### src/rtl/keypad_entry_ctrl.sv
// Keypad operand entry controller: press qualification with release lockout,
// hex digit accumulation with edit keys, and valid/ready hand-off of the operand.
module keypad_entry_ctrl #(
   parameter int unsigned DIGITS         = 8,
   parameter int unsigned RELEASE_CYCLES = 4
) (
   input  logic                           clock,
   input  logic                           reset,
   input  logic [4:0]                     key_code,
   input  logic                           key_strobe,
   input  logic                           out_ready,
   output logic [4*DIGITS-1:0]            out_value,
   output logic                           out_valid,
   output logic [4*DIGITS-1:0]            entry_value,
   output logic [$clog2(DIGITS+1)-1:0]    digit_count,
   output logic                           overflow
);

   localparam int unsigned W  = 4 * DIGITS;
   localparam int unsigned CW = $clog2(DIGITS + 1);
   localparam int unsigned RW = $clog2(RELEASE_CYCLES + 1);

   localparam logic [4:0] KEY_ENTER = 5'd16;
   localparam logic [4:0] KEY_BKSP  = 5'd17;
   localparam logic [4:0] KEY_CLEAR = 5'd18;
   localparam logic [4:0] KEY_NEG   = 5'd19;

   typedef enum logic [1:0] {
      ENTRY = 2'd0,
      OFLOW = 2'd1,
      HOLD  = 2'd2
   } state_t;

   state_t          state, state_n;
   logic [RW-1:0]   release_cnt, release_cnt_n;
   logic [W-1:0]    out_value_n, entry_value_n;
   logic [CW-1:0]   digit_count_n;
   logic            out_valid_n, overflow_n;
   logic            armed, key_event;

   // State and output registers
   always_ff @(posedge clock or posedge reset) begin
      if (reset) begin
         state       <= ENTRY;
         release_cnt <= RW'(RELEASE_CYCLES);
         out_value   <= '0;
         out_valid   <= 1'b0;
         entry_value <= '0;
         digit_count <= '0;
         overflow    <= 1'b0;
      end else begin
         state       <= state_n;
         release_cnt <= release_cnt_n;
         out_value   <= out_value_n;
         out_valid   <= out_valid_n;
         entry_value <= entry_value_n;
         digit_count <= digit_count_n;
         overflow    <= overflow_n;
      end
   end

   // Press qualification, next-state and next-output logic
   always_comb begin
      armed         = (release_cnt == RW'(RELEASE_CYCLES));
      key_event     = key_strobe && armed;
      state_n       = state;
      out_value_n   = out_value;
      out_valid_n   = out_valid;
      entry_value_n = entry_value;
      digit_count_n = digit_count;
      overflow_n    = overflow;

      // bounce while locked out restarts the lockout window
      if (key_strobe)
         release_cnt_n = '0;
      else if (armed)
         release_cnt_n = release_cnt;
      else
         release_cnt_n = release_cnt + RW'(1);

      case (state)
         ENTRY: begin
            if (key_event) begin
               if (key_code < 5'd16) begin
                  if (digit_count < CW'(DIGITS)) begin
                     entry_value_n = (entry_value << 4) | W'(key_code[3:0]);
                     digit_count_n = digit_count + CW'(1);
                  end else begin
                     overflow_n = 1'b1;
                     state_n    = OFLOW;
                  end
               end else if (key_code == KEY_ENTER) begin
                  if (digit_count != '0) begin
                     out_value_n = entry_value;
                     out_valid_n = 1'b1;
                     state_n     = HOLD;
                  end
               end else if (key_code == KEY_BKSP) begin
                  if (digit_count != '0) begin
                     entry_value_n = entry_value >> 4;
                     digit_count_n = digit_count - CW'(1);
                  end
               end else if (key_code == KEY_CLEAR) begin
                  entry_value_n = '0;
                  digit_count_n = '0;
               end else if (key_code == KEY_NEG) begin
                  if (digit_count != '0)
                     entry_value_n = W'(0) - entry_value;
               end
            end
         end
         OFLOW: begin
            if (key_event && key_code == KEY_CLEAR) begin
               entry_value_n = '0;
               digit_count_n = '0;
               overflow_n    = 1'b0;
               state_n       = ENTRY;
            end
         end
         HOLD: begin
            // key events are swallowed; only the handshake leaves HOLD
            if (out_valid && out_ready) begin
               out_valid_n   = 1'b0;
               entry_value_n = '0;
               digit_count_n = '0;
               state_n       = ENTRY;
            end
         end
         default: state_n = ENTRY;
      endcase
   end

endmodule

### config.mk
export PLATFORM = sky130hd
export DESIGN_NAME = keypad_entry_ctrl
export DESIGN_NICKNAME = d
export VERILOG_FILES = /design/src/rtl/keypad_entry_ctrl.sv
export SDC_FILE = /design/constraint.sdc
export NUM_CORES = 1
export LEC_CHECK = 0
export CORE_MARGIN = 3
export CORE_UTILIZATION = 54
export DETAILED_ROUTE_END_ITERATION = 12
export GPL_ROUTABILITY_DRIVEN = 0
export GPL_TIMING_DRIVEN = 1
export PLACE_DENSITY = 0.84
export SLEW_MARGIN = 20
export SYNTH_ARGS = -nofsm -noshare
export SYNTH_HDL_FRONTEND = slang
export SYNTH_SLANG_ARGS = --single-unit
export TNS_END_PERCENT = 100
### constraint.sdc
create_clock -name clock -period 3.3 [get_ports clock]
set_clock_uncertainty 0.1 [all_clocks]
set_input_delay 0.33 -clock clock [delete_from_list [all_inputs] [get_ports clock]]
set_output_delay 0.33 -clock clock [all_outputs]
set_load 0.05 [all_outputs]
==> metrics <==
startpoint types flop; Post-CTS Setup Repair Bufs 0; Port Buffers 78; VDD IR max 0.000462 V; Clock Path Buffers 2; clock tree sinks 75; share of cells above drive strength 1 17.1%; Post-route DRC 0; switching share of total power 51.1%; RSZ-0062 raised after global routing no; post-synth top area share 39.5%; Hold Worst Slack 0.216 ns; Synth Register Bits 75; part of the power in registers 28.4%; ANT cells 0; Starting Density 56.2%; Synth top cells by count dfrtp_1, nor2_1, nand2_1; DP Area about 5600 sq um; number of library cell types mapped by synthesis 64; Layout Nets 594; FMAX 333 MHz; clk_lat worst skew about 0.36 ns; Internal Power 2680 uW; Min Clock Period, post-route 3.01 ns; worst path arrival time around 3.2 ns; max incr delay on CP 0.56 ns; worst-margin pin slew 0.716 ns; Most used DFF post-synth dfrtp_1; vias roughly 4,600; Post-DRT Antenna Nets 0; Layout area overhead 23.7%; Num CTS Buffers 9; sw power between 2000 and 3000 uW; share of flip-flops with an asynchronous set or reset 100%; Ys Warns 0; cell family with most CP delay simple AND/OR/NAND/NOR gates; final setup TNS 0 ns; Cell Pwr Density 944 nW/um^2; CORE AREA 8340 sq um; Avg Cell Area, Syn between 9 and 10 sq um; FF+latch area 1880 sq um; Post-Synthesis Cell Area 4680 sq um; post-DP HPWL roughly 9.2 mm; CTS tree yes; H-tree depth 3; Routed WL 13.7 mm; crit path max fanout 7; GRT Util Overall approximately 28%; Syn Nets 526; number of flops mapped to enable cells by yosys 0; crit path max-delay cell type or3b_2; Worst-path clk slew 0.09 ns; synth top area cells dfrtp_1, mux2_2, nor2_1, o41ai_2, nand2_1; most common cell in the synthesized netlist dfrtp_1; post-synth top area cell dfrtp_1; post-layout instance area 5800 sq um; CTS Root Cell clkbuf_8; part of the cycle the worst path needs 91.1%; WP buf/inv 1; wire per inst 20.0 microns; status complete, no violations; final hold vios 0; largest net degree at the start of global routing 53; slew margin rel. between 50% and 60%; vias in the first global route 4,346; worst min-delay path class in2reg; Gate Count Post-Synth 507; initial antenna violation count 0; worst path required time 3.46 ns; drt via density 6.68; Post-CTS Hold Buffers 0; Slew Viols, Final 0; # fillers approximately 630; first-pass iteration count of the detailed router 6; leakage power 0.00244 uW; worst path cell trace inv_1 -> ha_1 -> or3b_2 -> nor3_1 -> nand3_1 -> nor4_1 -> o32ai_1 -> a22o_1; first-pass GRT wire length 22.0 mm; Total Power 5470 uW; clock share of power 13.9%; combinational power share 57.7%; CP Capture Type flop; multi-input logic area 2560 sq um; # IOs 79; critical path class reg2reg; Core Rows 33; Final setup viols 0; # resized after CTS 0; die area between 9000 and 10,000 sq um; Initial DRC Count 567; Max Cap Viol 0; die span in y 99.1 microns; sequential share of the synthesized area between 40% and 50%; Die X-Extent between 90 and 100 microns; GR Overflow Total 0
==> final timing paths <==
path / from / slack (ns) / cells past startpoint / to
hold reg to reg: out_value[0]$_DFFE_PP0P_ / 0.39 / 2 / out_value[0]$_DFFE_PP0P_
setup reg to reg: entry_value[0]$_DFFE_PP0P_ / 0.29 / 8 / entry_value[30]$_DFFE_PP0P_
setup / recovery: entry_value[0]$_DFFE_PP0P_ / 0.29 / 8 / entry_value[30]$_DFFE_PP0P_
max in group asynchronous: reset / 2.07 / 3 / entry_value[8]$_DFFE_PP0P_
min in group asynchronous: reset / 0.25 / 2 / out_value[29]$_DFFE_PP0P_
hold / removal: key_code[4] / 0.22 / 3 / state[1]$_DFFE_PP0P_
==> tightest hold or removal path, delay by kind of cell <==
family	cells	cell delay, ns
buf+inv	1	0.14
compound gates	1	0.07
simple gates	1	0.10
==> state kept, by name, indices dropped and copies added, names as in the netlist <==
register / cells
digit_count: 4
entry_value: 32
out_valid: 1
out_value: 32
overflow: 1
release_cnt: 3
state: 2
==> cell families after synthesis <==
kind of cell             share of synthesized area (%)
AO/OA/AOI/OAI                                     22.3
XOR/XNOR                                          2.80
adder cells (fa/ha/maj)                           2.67
buffers and inverters                             5.39
flip-flops                                        40.1
multiplexers                                      7.21
AND/OR/NAND/NOR                                   19.6
==> cells in the final DEF, fill, tap and decap left out, types with 9 or more instances in the layout <==
cell / Yosys / layout
clkdlybuf4s50_1: 0 / 77
dfrtp_1: 74 / 74
nor2_1: 61 / 61
nand2_1: 36 / 36
mux2_2: 30 / 30
o21ai_0: 27 / 27
nor3_1: 25 / 25
a21oi_1: 25 / 25
buf_4: 2 / 23
o41ai_2: 12 / 12
inv_1: 12 / 11
nor4_1: 11 / 11
nand3_1: 10 / 10
o31ai_1: 10 / 10
a22o_1: 10 / 10
ha_1: 10 / 10
clkbuf_8: 0 / 10
xnor2_1: 9 / 9
a221oi_1: 9 / 9
==> routing by layer <==
| layer | wire (microns) | global-route usage (%) |
|---|---|---|
| met5 | 0 | 0 |
| met2 | 6280 | 42.0 |
| met1 | 5490 | 38.9 |
| met3 | 1460 | 5.19 |
| met4 | 454 | 12.7 |
==> layout make-up <==
type | instances | area share (%)
Clock buffer | 10 | 2.37
Clock inverter | 6 | 1.25
Inverter | 13 | 0.842
Multi-Input combinational cell | 374 | 44.2
Sequential cell | 75 | 32.4
Tap cell | 105 | 2.27
Timing Repair Buffer | 102 | 16.7
==> power by group through the flow <==
| stage | Sequential [uW] | Combinational [uW] | Clock [uW] |
|---|---|---|---|
| after floorplan | 2070 | 1630 | 0 |
| after global routing | 1590 | 3360 | 808 |
| after detailed placement | 1550 | 3120 | 0 |
| after CTS | 1530 | 3140 | 769 |
| final | 1560 | 3160 | 760 |
| after global placement | 1540 | 3040 | 0 |
==> metrics by stage <==
step                cells  util, %  worst slack [ns]
finish                685     69.5             0.294
global route          685     69.5             0.183
CTS                   685     69.5             0.422
detailed placement    669     67.0             0.234
global placement      669     67.0             0.322
floorplan             507        -             0.390
Power figures use the tool's default switching activity.
